File: config.mk
export PLATFORM = sky130hd
export DESIGN_NAME = seq_detect_param
export DESIGN_NICKNAME = d
export VERILOG_FILES = /design/src/rtl/seq_detect_param.sv
export SDC_FILE = /design/constraint.sdc
export NUM_CORES = 1
export LEC_CHECK = 0
export ABC_CLOCK_PERIOD_IN_PS = 7390
export CORE_MARGIN = 2
export CORE_UTILIZATION = 40
export CTS_CLUSTER_SIZE = 28
export DETAILED_ROUTE_END_ITERATION = 12
export PLACE_DENSITY = 0.62
export SLEW_MARGIN = 40
export SYNTH_ARGS = -nofsm -noshare
export SYNTH_HDL_FRONTEND = slang
export SYNTH_SLANG_ARGS = --single-unit
File: constraint.sdc
create_clock -name clock -period 7.39 [get_ports clock]
set_input_delay 1.478 -clock clock [delete_from_list [all_inputs] [get_ports clock]]
set_output_delay 1.478 -clock clock [all_outputs]
set_load 0.01 [all_outputs]
File: src/rtl/seq_detect_param.sv
// Serial pattern detector with a runtime-loadable pattern, length and overlap mode.
// Emits a registered one-cycle match pulse and keeps a saturating match count.
module seq_detect_param #(
  parameter int unsigned         MAX_LEN     = 8,
  parameter int unsigned         CNT_W       = 8,
  parameter logic [MAX_LEN-1:0]  RST_PATTERN = MAX_LEN'(8'h0D),
  parameter int unsigned         RST_LEN     = 4,
  parameter bit                  RST_OVERLAP = 1'b1
) (
  input  logic                           clock,
  input  logic                           rst_n,
  input  logic                           d_in,
  input  logic                           d_valid,
  input  logic                           cfg_load,
  input  logic [MAX_LEN-1:0]             cfg_pattern,
  input  logic [$clog2(MAX_LEN+1)-1:0]   cfg_len,
  input  logic                           cfg_overlap,
  input  logic                           cnt_clr,
  output logic                           found,
  output logic [CNT_W-1:0]               match_count,
  output logic [$clog2(MAX_LEN+1)-1:0]   cur_len
);

  localparam int unsigned LEN_W = $clog2(MAX_LEN + 1);
  localparam logic [LEN_W-1:0] RST_LEN_C =
      (RST_LEN == 0)       ? LEN_W'(1) :
      (RST_LEN > MAX_LEN)  ? LEN_W'(MAX_LEN) : LEN_W'(RST_LEN);

  logic [MAX_LEN-1:0] hist;
  logic [LEN_W-1:0]   fill;
  logic [MAX_LEN-1:0] pattern;
  logic [LEN_W-1:0]   len;
  logic               overlap;

  logic [MAX_LEN-1:0] hist_nxt;
  logic [MAX_LEN-1:0] len_mask;
  logic [LEN_W-1:0]   fill_inc;
  logic [LEN_W:0]     fill_p1;
  logic               match_c;

  function automatic logic [LEN_W-1:0] clamp_len(input logic [LEN_W-1:0] l);
    if (l == '0)
      return LEN_W'(1);
    else if (32'(l) > MAX_LEN)
      return LEN_W'(MAX_LEN);
    else
      return l;
  endfunction

  // Match is judged on the post-shift history, restricted to the low len bits
  always_comb begin
    hist_nxt = {hist[MAX_LEN-2:0], d_in};
    fill_inc = (fill == LEN_W'(MAX_LEN)) ? fill : fill + LEN_W'(1);
    fill_p1  = {1'b0, fill} + (LEN_W+1)'(1);
    len_mask = '0;
    for (int i = 0; i < MAX_LEN; i++) begin
      len_mask[i] = (i < int'(len));
    end
    match_c = d_valid && !cfg_load && (fill_p1 >= {1'b0, len})
              && (((hist_nxt ^ pattern) & len_mask) == '0);
  end

  always_ff @(posedge clock) begin
    if (!rst_n) begin
      pattern <= RST_PATTERN;
      len     <= RST_LEN_C;
      overlap <= RST_OVERLAP;
      hist    <= '0;
      fill    <= '0;
    end else if (cfg_load) begin
      pattern <= cfg_pattern;
      len     <= clamp_len(cfg_len);
      overlap <= cfg_overlap;
      hist    <= '0;
      fill    <= '0;
    end else if (d_valid) begin
      hist <= hist_nxt;
      // Non-overlapping mode restarts the fill so the next match needs len fresh bits
      fill <= (match_c && !overlap) ? '0 : fill_inc;
    end
  end

  always_ff @(posedge clock) begin
    if (!rst_n) begin
      found       <= 1'b0;
      match_count <= '0;
    end else begin
      found <= match_c;
      if (cnt_clr)
        match_count <= '0;
      else if (match_c && (match_count != '1))
        match_count <= match_count + CNT_W'(1);
    end
  end

  assign cur_len = len;

endmodule

After elaboration in Yosys (flattened, before gate mapping)

Cells that the tools add are included.

Bitwise operators: 3
Add/sub/neg operators: 3
Magnitude comparators: 10
Reductions and logical operators: 12
Muxes and demuxes: 4
Eq/ne operators: 3

Operators by type and width:

| cell                                                      | count |
|---|---|
| less-than comparator 3 x 4 -> 1 bit, first input constant | 4 |
| two-way mux 4 bit                                         | 4 |
| adder 8 x 1 -> 8 bit, second input constant               | 1 |
| AND 8 bit                                                 | 1 |
| logical NOT 8 bit                                         | 1 |
| less-than comparator 1 x 4 -> 1 bit, first input constant | 2 |
| less-than comparator 2 x 4 -> 1 bit, first input constant | 2 |
| != test 8 bit, second input constant                      | 1 |
| bitwise XOR 8 bit                                         | 1 |
| adder 4 x 1 -> 5 bit, second input constant               | 1 |
| greater-or-equal comparator 5 x 4 -> 1 bit                | 1 |
| logical AND 1 bit                                         | 5 |
| adder 4 x 1 -> 4 bit, second input constant               | 1 |
| == test 4 bit, second input constant                      | 1 |
| > comparator 4 bit, second input constant                 | 1 |
| logical NOT 4 bit                                         | 1 |
| OR reduction 2 bit                                        | 2 |
| logical NOT 1 bit                                         | 2 |
| != test 2 x 1 -> 1 bit, second input constant             | 1 |
| AND reduction 2 bit                                       | 1 |
| NOT 1 bit                                                 | 1 |

Output and inout port bits: 13
Register bits: 33

Logic depth before layout (Yosys ltp)

Gate-level depths: netlist of the first run.

Depth after elaboration: 7
Mapped depth: 10
Gate-level depth less buffers: 8

Least setup slack after synthesis of the first run

Ideal clock, no wire load.

Path kind: input-to-reg
Start point: input cfg_load
End point: register match_count[5]
Stages: 6
Arrival: 3.531 ns
Setup time: 0.070 ns
Slack: 3.789 ns
Required time: 7.320 ns
Path through: clkbuf_1 or4b_1 or4b_4 buf_6 or4_1 a21oi_1

Longest elaborated chain between the ends: 5

RTL lines:

| what                           | line | source |
|---|---|---|
| start: declaration             | 14   | `input logic cfg_load,` |
| logical NOT 1 bit              | 59   | `match_c = d_valid && !cfg_load && (fill_p1 >= {1'b0, len})` |
| logical AND 1 bit (2 in a row) | 59   |  |
| logical AND 1 bit              | 60   | `&& (((hist_nxt ^ pattern) & len_mask) == '0);` |
| logical AND 1 bit              | 91   | `else if (match_c && (match_count != '1))` |
| end signal: assignment         | 92   | `match_count <= match_count + CNT_W'(1);` |
| end: declaration               | 20   | `output logic [CNT_W-1:0] match_count,` |

Every way passes these cells.
A chain may end at the register's enable or synchronous reset.

Worst setup path in the final report of the first run

Start point: input d_valid
End point: register match_count[4]

Longest elaborated chain between the ends: 4

RTL lines:

| what                           | line | source |
|---|---|---|
| start: declaration             | 13   | `input logic d_valid,` |
| logical AND 1 bit (2 in a row) | 59   |  |
| logical AND 1 bit              | 60   |  |
| logical AND 1 bit              | 91   |  |

Every way passes these cells.

==> results of run 1 <==
## registers in the layout, summed over array words and instances, names as in the netlist
signal       count
match_count      8
pattern          8
hist             7
cur_len          4
fill             4
found            1
overlap          1
## kinds of logic (layout without fill, tap and decap cells)
group / after synthesis / in the layout
xor gates and xnor gates: 10 / 10
muxes: 18 / 18
adders and majority gates: 7 / 7
DFF: 33 / 33
and+or+nand+nor: 69 / 69
buffers and inverters: 19 / 47
AOI/OAI and AO/OA: 39 / 39
## where the power goes
group	total (mW)	internal (mW)	switching (mW)
clock network	0.150	0.0842	0.0655
logic	0.0400	0.0230	0.0170
registers	0.189	0.183	0.00632
## cells in the final DEF, fill, tap and decap left out, types with 2 or more instances in the layout
cell                               n
sky130_fd_sc_hd__dfxtp_1          33
sky130_fd_sc_hd__clkdlybuf4s50_1  31
sky130_fd_sc_hd__mux2i_1          18
sky130_fd_sc_hd__nor2_1           15
sky130_fd_sc_hd__o21ai_0          11
sky130_fd_sc_hd__nand2_1          11
sky130_fd_sc_hd__a21oi_1           9
sky130_fd_sc_hd__nor2b_1           9
sky130_fd_sc_hd__nand3_1           8
sky130_fd_sc_hd__inv_1             7
sky130_fd_sc_hd__ha_1              7
sky130_fd_sc_hd__clkbuf_8          7
sky130_fd_sc_hd__xnor2_1           6
sky130_fd_sc_hd__xor2_1            4
sky130_fd_sc_hd__nand2b_1          4
sky130_fd_sc_hd__or4_1             4
sky130_fd_sc_hd__nor3_1            3
sky130_fd_sc_hd__o22ai_1           3
sky130_fd_sc_hd__o41ai_1           3
sky130_fd_sc_hd__and4_1            3
sky130_fd_sc_hd__o31ai_1           3
sky130_fd_sc_hd__a31oi_1           2
sky130_fd_sc_hd__and2_1            2
sky130_fd_sc_hd__o311ai_0          2
sky130_fd_sc_hd__o211ai_1          2
## layout make-up
type | instances | area (um2)
clock buffers | 7 | 96.34
clock inverters | 1 | 5.005
fillers | 413 | 2103
inverters | 7 | 26.28
multi-input cells | 143 | 989.7
flip-flops and latches | 33 | 660.6
well taps | 52 | 65.06
repair buffers | 32 | 317.8
## worst min-delay path, stage by stage, from the launching register on
cell                      delay [ns]
sky130_fd_sc_hd__dfxtp_1        0.33
sky130_fd_sc_hd__o41ai_1        0.07
sky130_fd_sc_hd__a21oi_1        0.05
## worst max path at each step
stage                   from             end  slack [ns]  depth (start not counted)
detailed placement   d_valid  match_count[4]        3.05                          5
CTS                  d_valid  match_count[4]        3.34                          5
finish               d_valid  match_count[4]        3.34                          5
global route         d_valid  match_count[4]        3.24                          5
global placement     d_valid  match_count[6]        3.11                          5
floorplan           cfg_load  match_count[5]        3.79                          6
## stage by stage
step                      setup WS, ns  instances
after floorplan                  3.789        195
after global placement           3.107        267
after detailed placement         3.046        267
after CTS                        3.339        275
after global routing             3.243        275
final                            3.342        275
## routing by layer
layer | vias to the layer above | routed length, um | track usage
li1 | 756 | - | -
met1 | 673 | 1774 | 0.2097
met2 | 22 | 1703 | 0.2508
met3 | 6 | 126 | 0.04185
met4 | 0 | 47 | 0.05128
met5 | - | 0 | 0
==> flow_summary.rst, run 1 <==
.. list-table::
   :header-rows: 1

   * - Metric
     - Value
   * - Overall global routing resource usage
     - 0.1582
   * - Max-capacitance violation count
     - 0
   * - Largest voltage drop on the vdd net
     - approximately 0.17 mV
   * - Hold violation total from the final report
     - 0
   * - Delay of the slowest cell on the worst path
     - roughly 0.87 ns
   * - Arrival time of data at the critical path endpoint
     - between 4 and 5 ns
   * - Placed instance area
     - between 2000 and 2500 um2
   * - Status
     - complete, no violations
   * - Number of global-route vias before repair
     - around 1,400
   * - Count of buffers inserted at the top-level ports
     - 31
   * - Number of buffers added to fix hold violations after cts
     - 0
   * - Antenna violations before repair
     - 0
   * - R2r setup slk
     - 4.61 ns
   * - HPWL after DPL
     - around 2600 um
   * - Slowest cell on the critical path
     - sky130_fd_sc_hd__clkdlybuf4s50_1
   * - Worst hold stages
     - 2
   * - Top-area cell type share of the netlist area
     - 0.3788
   * - Total negative slack for setup checks
     - 0 ns
   * - Unrepaired setup endpoints after global routing
     - no
   * - Largest family of logic cells by synthesized area
     - simple AND/OR/NAND/NOR gates
   * - Share of the synthesized netlist area taken by xor and xnor gates
     - 0.05022
   * - Number of top-level pins
     - 32
   * - Clock transition at path regs
     - roughly 0.070 ns
   * - Type of origin of the critical path
     - input port
   * - Post-synthesis adder-cell area fraction
     - 0.05022
   * - DRC violations left
     - 0
   * - Seq cells post-synth
     - 33
   * - Worst path required time
     - 7.59 ns
   * - ANT cells
     - 0
   * - Chip width
     - 70.04 um
   * - CTS max path bufs
     - 2
   * - Clock Latency Late Sink
     - around 0.28 ns
   * - Crit Path Category
     - input port to flop
   * - Total power consumption of the routed design
     - between 300 and 400 uW
   * - Post-synth cell types
     - 40
   * - Final Slew Violations
     - 0
   * - Compound-Gate Fraction of Synth Area
     - 0.1428
   * - Vias per cell
     - between 5 and 6
   * - Destination of the worst hold path
     - match_count[6]
   * - Global-route wire length before repair
     - around 6300 um
   * - Largest net degree at the start of global routing
     - 22
   * - Number of enable-type register cells in the synthesized netlist
     - 0
   * - DRC marker count from the first detailed-route iteration
     - 89
   * - CP max FO
     - 21
   * - Net Count, Synth
     - 221
   * - Grt total ovfl
     - 0
   * - Predominant post-synthesis flop cell
     - sky130_fd_sc_hd__dfxtp_1
   * - Ratio of cells with drive above 1 in the final layout
     - 0.04933
   * - Register area share after synthesis
     - 0.3788
   * - Hold Slack
     - ~0.5 ns
   * - Lkg Pwr
     - 0.8131 nW
   * - Clock Root Buffer
     - sky130_fd_sc_hd__clkbuf_8
   * - Number of H-tree levels
     - 2
   * - Final setup violation count
     - 0
   * - Avg Synthesized Cell Area
     - between 8 and 9 um2
   * - Least-Margin Pin Slew
     - about 0.63 ns
   * - Areal power density over the cells
     - 175.2 nW/um2
   * - Post-layout utilization of the core
     - 0.5067
   * - Yosys warning count
     - 0
   * - TritonCTS Sinks
     - 33
   * - Crit path buffers/inverters
     - 1
   * - Worst flop-to-flop path startpoint
     - fill[0]
   * - Setup skew after layout
     - between 0.004 and 0.005 ns
   * - Post-synth ARST share
     - 0
   * - Top achievable clock speed
     - around 250 MHz
   * - Worst r2r path cells
     - 8
   * - Die Height
     - around 70 um
   * - Combined area of all synthesized cells
     - around 1700 um2
   * - Cell family contributing the most delay on the critical path
     - simple AND/OR/NAND/NOR gates
   * - Library cell occupying the most area in the post-synthesis netlist
     - sky130_fd_sc_hd__dfxtp_1
   * - Simple-Gate Fraction of Synth Area
     - 0.2209
   * - Final wirelength
     - between 3000 and 4000 um
   * - Std cell rows
     - 24
   * - Final worst path period need
     - 4.048 ns
   * - Cell types with the largest area share after synthesis
     - sky130_fd_sc_hd__dfxtp_1, sky130_fd_sc_hd__mux2i_1, sky130_fd_sc_hd__ha_1, sky130_fd_sc_hd__nor2_1, sky130_fd_sc_hd__nor2b_1
   * - Slew Limit Headroom
     - 0.5776
   * - Worst min-delay path startpoint
     - match_count[6]
   * - Wire length per cell after detailed routing
     - 13.28 um
   * - Post-CTS sizing
     - 0
   * - Layout area overhead
     - 23.89%
   * - Post-Layout Inst Area
     - 2161 um2
   * - Core region area
     - roughly 4300 um2
   * - Endpoint of the most critical register-to-register path
     - match_count[4]
   * - Syn Inst Count
     - between 150 and 200
   * - RD Place Congestion
     - ~0.84
   * - Hold/Removal Path Class
     - flop to flop
   * - TritonCTS Buffers
     - 5
   * - Dominant cell by count in the synthesized netlist
     - sky130_fd_sc_hd__dfxtp_1
   * - Fin crit share
     - 0.5477
   * - Number of nets in the layout
     - 248
   * - Total setup buffers inserted after CTS
     - 0
   * - Final ANT Viol Nets
     - 0
   * - Starting Density
     - 0.4090
   * - DRT Pass-1 Iters
     - 4
   * - Area of the die
     - 4905 um2
   * - Top post-synthesis cells by count
     - sky130_fd_sc_hd__dfxtp_1, sky130_fd_sc_hd__mux2i_1, sky130_fd_sc_hd__nor2_1
   * - Total number of vias
     - roughly 1,500
   * - Capturing element type of the critical path
     - flop
   * - Critical path cell sequence
     - clkdlybuf4s50_1, or4b_1, or4b_4, or4_1, a21oi_1
   * - Clock tree from TritonCTS
     - built
   * - Multiplexer area fraction after synthesis
     - 0.1033
(Power assumes the default switching activity.)
==> inputs of run 2 (changes only) <==
--- a/config.mk
+++ b/config.mk
@@ -5,7 +5,7 @@
 export SDC_FILE = /design/constraint.sdc
 export NUM_CORES = 1
 export LEC_CHECK = 0
-export ABC_CLOCK_PERIOD_IN_PS = 7390
+export ABC_CLOCK_PERIOD_IN_PS = 4000
 export CORE_MARGIN = 2
 export CORE_UTILIZATION = 40
 export CTS_CLUSTER_SIZE = 28
==> constraint.sdc (replaced) <==
create_clock -name clock -period 4 [get_ports clock]
set_input_delay 0.8 -clock clock [delete_from_list [all_inputs] [get_ports clock]]
set_output_delay 0.8 -clock clock [all_outputs]
set_load 0.01 [all_outputs]
==> run 2 against run 1 <==
Worst hold slack lost 0.0030 ns; flip-flop and latch count unchanged; final cell count up 0.36%; critical path depth unchanged; largest power group unchanged; sequential share of layout area is 0.11 points lower; clock power increased by 84%; design area rose by 0.35%.
==> flow_summary.rst, run 2 (synthesized netlist as in run 1, its figures left out) <==
.. list-table::
   :header-rows: 1

   * - Metric
     - Value
   * - R2r setup slk
     - 1.24 ns (-3.37 ns)
   * - Total number of vias
     - 1,477 (+1.4%)
   * - Final worst path period need
     - 2.895 ns
   * - Starting Density
     - 0.4090 (unchanged)
   * - Clock transition at path regs
     - 0.07 ns (about the same)
   * - TritonCTS Sinks
     - 33 (unchanged)
   * - Final ANT Viol Nets
     - 0 (unchanged)
   * - Sequential Power Share
     - 0.499 (about the same)
   * - Areal power density over the cells
     - 322.8 nW/um2 (+84%)
   * - Hold violation total from the final report
     - 0 (unchanged)
   * - Hold/Removal Path Class
     - flop to flop
   * - Core region area
     - 4264 um2 (unchanged)
   * - TritonCTS Buffers
     - 5 (unchanged)
   * - Destination of the worst hold path
     - match_count[6]
   * - Worst hold stages
     - 2 (unchanged)
   * - Crit path launch
     - d_valid
   * - Largest voltage drop on the vdd net
     - 0.2185 mV (+32%)
   * - Top achievable clock speed
     - between 300 and 400 MHz
   * - DRC marker count from the first detailed-route iteration
     - 102 (+15%)
   * - Die Height
     - 70.04 um (unchanged)
   * - Worst path required time
     - 4.22 ns (-3.37 ns)
   * - Status
     - complete, no violations
   * - Grt total ovfl
     - 0 (unchanged)
   * - Chip width
     - 70.04 um (unchanged)
   * - Hold Slack
     - 0.4945 ns (-0.002992 ns)
   * - Lkg Pwr
     - 0.8179 nW (+0.59%)
   * - Clock Latency Late Sink
     - 0.28 ns (about the same)
   * - DRT Pass-1 Iters
     - 4 (unchanged)
   * - Setup skew after layout
     - 0.002095 ns (-0.001979 ns)
   * - Logic pwr share
     - 0.106 (about the same)
   * - Final Slew Violations
     - 0 (unchanged)
   * - HPWL after DPL
     - 2595 um (-0.90%)
   * - Number of nets in the layout
     - 249 (+0.40%)
   * - Wire length per cell after detailed routing
     - 12.87 um (-3.1%)
   * - Fin crit share
     - 0.7238
   * - Unrepaired setup endpoints after global routing
     - no
   * - Total power consumption of the routed design
     - 699.8 uW (+85%)
   * - Worst min-delay path startpoint
     - match_count[6]
   * - Overall global routing resource usage
     - 0.1618 (+0.003614)
   * - Clock Root Buffer
     - sky130_fd_sc_hd__clkbuf_8
   * - Endpoint of the most critical register-to-register path
     - match_count[6]
   * - Capturing element type of the critical path
     - flop
   * - Number of global-route vias before repair
     - 1,409 (+3.0%)
   * - Max-capacitance violation count
     - 0 (unchanged)
   * - Internal Dissipation
     - 535.9 uW (+85%)
   * - Antenna violations before repair
     - 0 (unchanged)
   * - Final wirelength
     - 3553 um (-2.7%)
   * - Slew Limit Headroom
     - 0.6184 (+0.04081)
   * - CTS max path bufs
     - 2 (unchanged)
   * - Most frequent standard cell in the layout excluding fill and tap cells
     - sky130_fd_sc_hd__dfxtp_1
   * - Least-Margin Pin Slew
     - 0.5706 ns (-0.06103 ns)
   * - Worst flop-to-flop path startpoint
     - fill[0]
   * - Largest net degree at the start of global routing
     - 22 (unchanged)
   * - Total setup buffers inserted after CTS
     - 0 (unchanged)
   * - Ratio of cells with drive above 1 in the final layout
     - 0.05357 (+0.004244)
   * - Clock tree from TritonCTS
     - built
   * - Vias per cell
     - 5.351 (+1.0%)
   * - Type of origin of the critical path
     - input port
   * - Commonest non-fill, non-tap cells in the layout
     - sky130_fd_sc_hd__dfxtp_1, sky130_fd_sc_hd__clkdlybuf4s50_1, sky130_fd_sc_hd__mux2i_1
   * - ANT cells
     - 0 (unchanged)
   * - Layout area overhead
     - 24.32%
   * - Clock group share of total power
     - 0.395 (about the same)
   * - Switching power share of the total
     - 0.2343 (about the same)
   * - CP max FO
     - 21 (unchanged)
   * - Post-CTS sizing
     - 0 (unchanged)
   * - Number of buffers added to fix hold violations after cts
     - 0 (unchanged)
   * - Largest regs
     - match_count x8, pattern x8, hist x7
   * - Net switching power
     - 164.0 uW (+85%)
   * - DRC violations left
     - 0 (unchanged)
   * - Area of the die
     - 4905 um2 (unchanged)
   * - Std cell rows
     - 24 (unchanged)
   * - Number of H-tree levels
     - 2 (unchanged)
   * - FILL cells
     - 427 (+3.4%)
   * - Total negative slack for setup checks
     - 0 ns (unchanged)
   * - Global-route wire length before repair
     - 6396 um (+1.2%)
   * - Crit Path Category
     - input port to flop
   * - RD Place Congestion
     - 0.8438 (+0.46%)
   * - Worst r2r path cells
     - 8 (unchanged)
   * - Final setup violation count
     - 0 (unchanged)
   * - Number of top-level pins
     - 32 (unchanged)
   * - Arrival time of data at the critical path endpoint
     - 3.11 ns (-1.14 ns)
   * - Count of buffers inserted at the top-level ports
     - 31 (unchanged)
==> run 2: cell count changes in the layout (fill, tap and decap cells not counted), sizes merged <==
cell  previous run  this run
buf              1         2
==> run 2: layout make-up <==
type	instances	area, um2	area share
well taps	52	65.06	0.03001
inverters	7	26.28	0.01212
repair buffers	33	325.3	0.1500
clock buffers	7	96.34	0.04443
flip-flops and latches	33	660.6	0.3047
clock inverters	1	5.005	0.002308
multi-input cells	143	989.7	0.4564
==> run 2: stage by stage <==
stage	worst slack, ns	std cells	util	instance area (um2)
finish	1.105	276	0.5085	2168
global route	0.9717	276	0.5085	2168
CTS	1.098	276	0.5085	2168
detailed placement	0.7999	268	0.4847	2067
global placement	0.8226	268	0.4847	2067
floorplan	1.077	195	-	1744
==> run 2: critical path: stages <==
cell and delay (ns):
sky130_fd_sc_hd__clkdlybuf4s50_1 0.50, sky130_fd_sc_hd__or4b_1 0.47, sky130_fd_sc_hd__or4b_4 0.66, sky130_fd_sc_hd__or4_1 0.54, sky130_fd_sc_hd__a21oi_1 0.14
==> run 2: how the worst max path moves through the flow <==
stage / end / slack, ns
after global routing: match_count[6] / 0.97
after detailed placement: match_count[5] / 0.80
after global placement: match_count[6] / 0.82
after floorplan: match_count[5] / 1.08
after CTS: match_count[5] / 1.10
final: match_count[6] / 1.10
==> run 2: routing by layer <==
layer,part of all wire,vias up,GRT usage
li1,-,758,-
met4,0.019,0,0.06410
met1,0.48,688,0.2000
met5,0,-,0
met3,0.028,7,0.03463
met2,0.48,24,0.2741
==> run 2: power by group through the flow <==
stage	clock network [mW]	logic [mW]	registers (mW)
6_report	0.276	0.0744	0.349
4_1_cts	0.284	0.0760	0.349
2_1_floorplan	0	0.0465	0.353
3_5_place_dp	0	0.0757	0.357
5_1_grt	0.294	0.0837	0.351
3_3_place_gp	0	0.0750	0.357
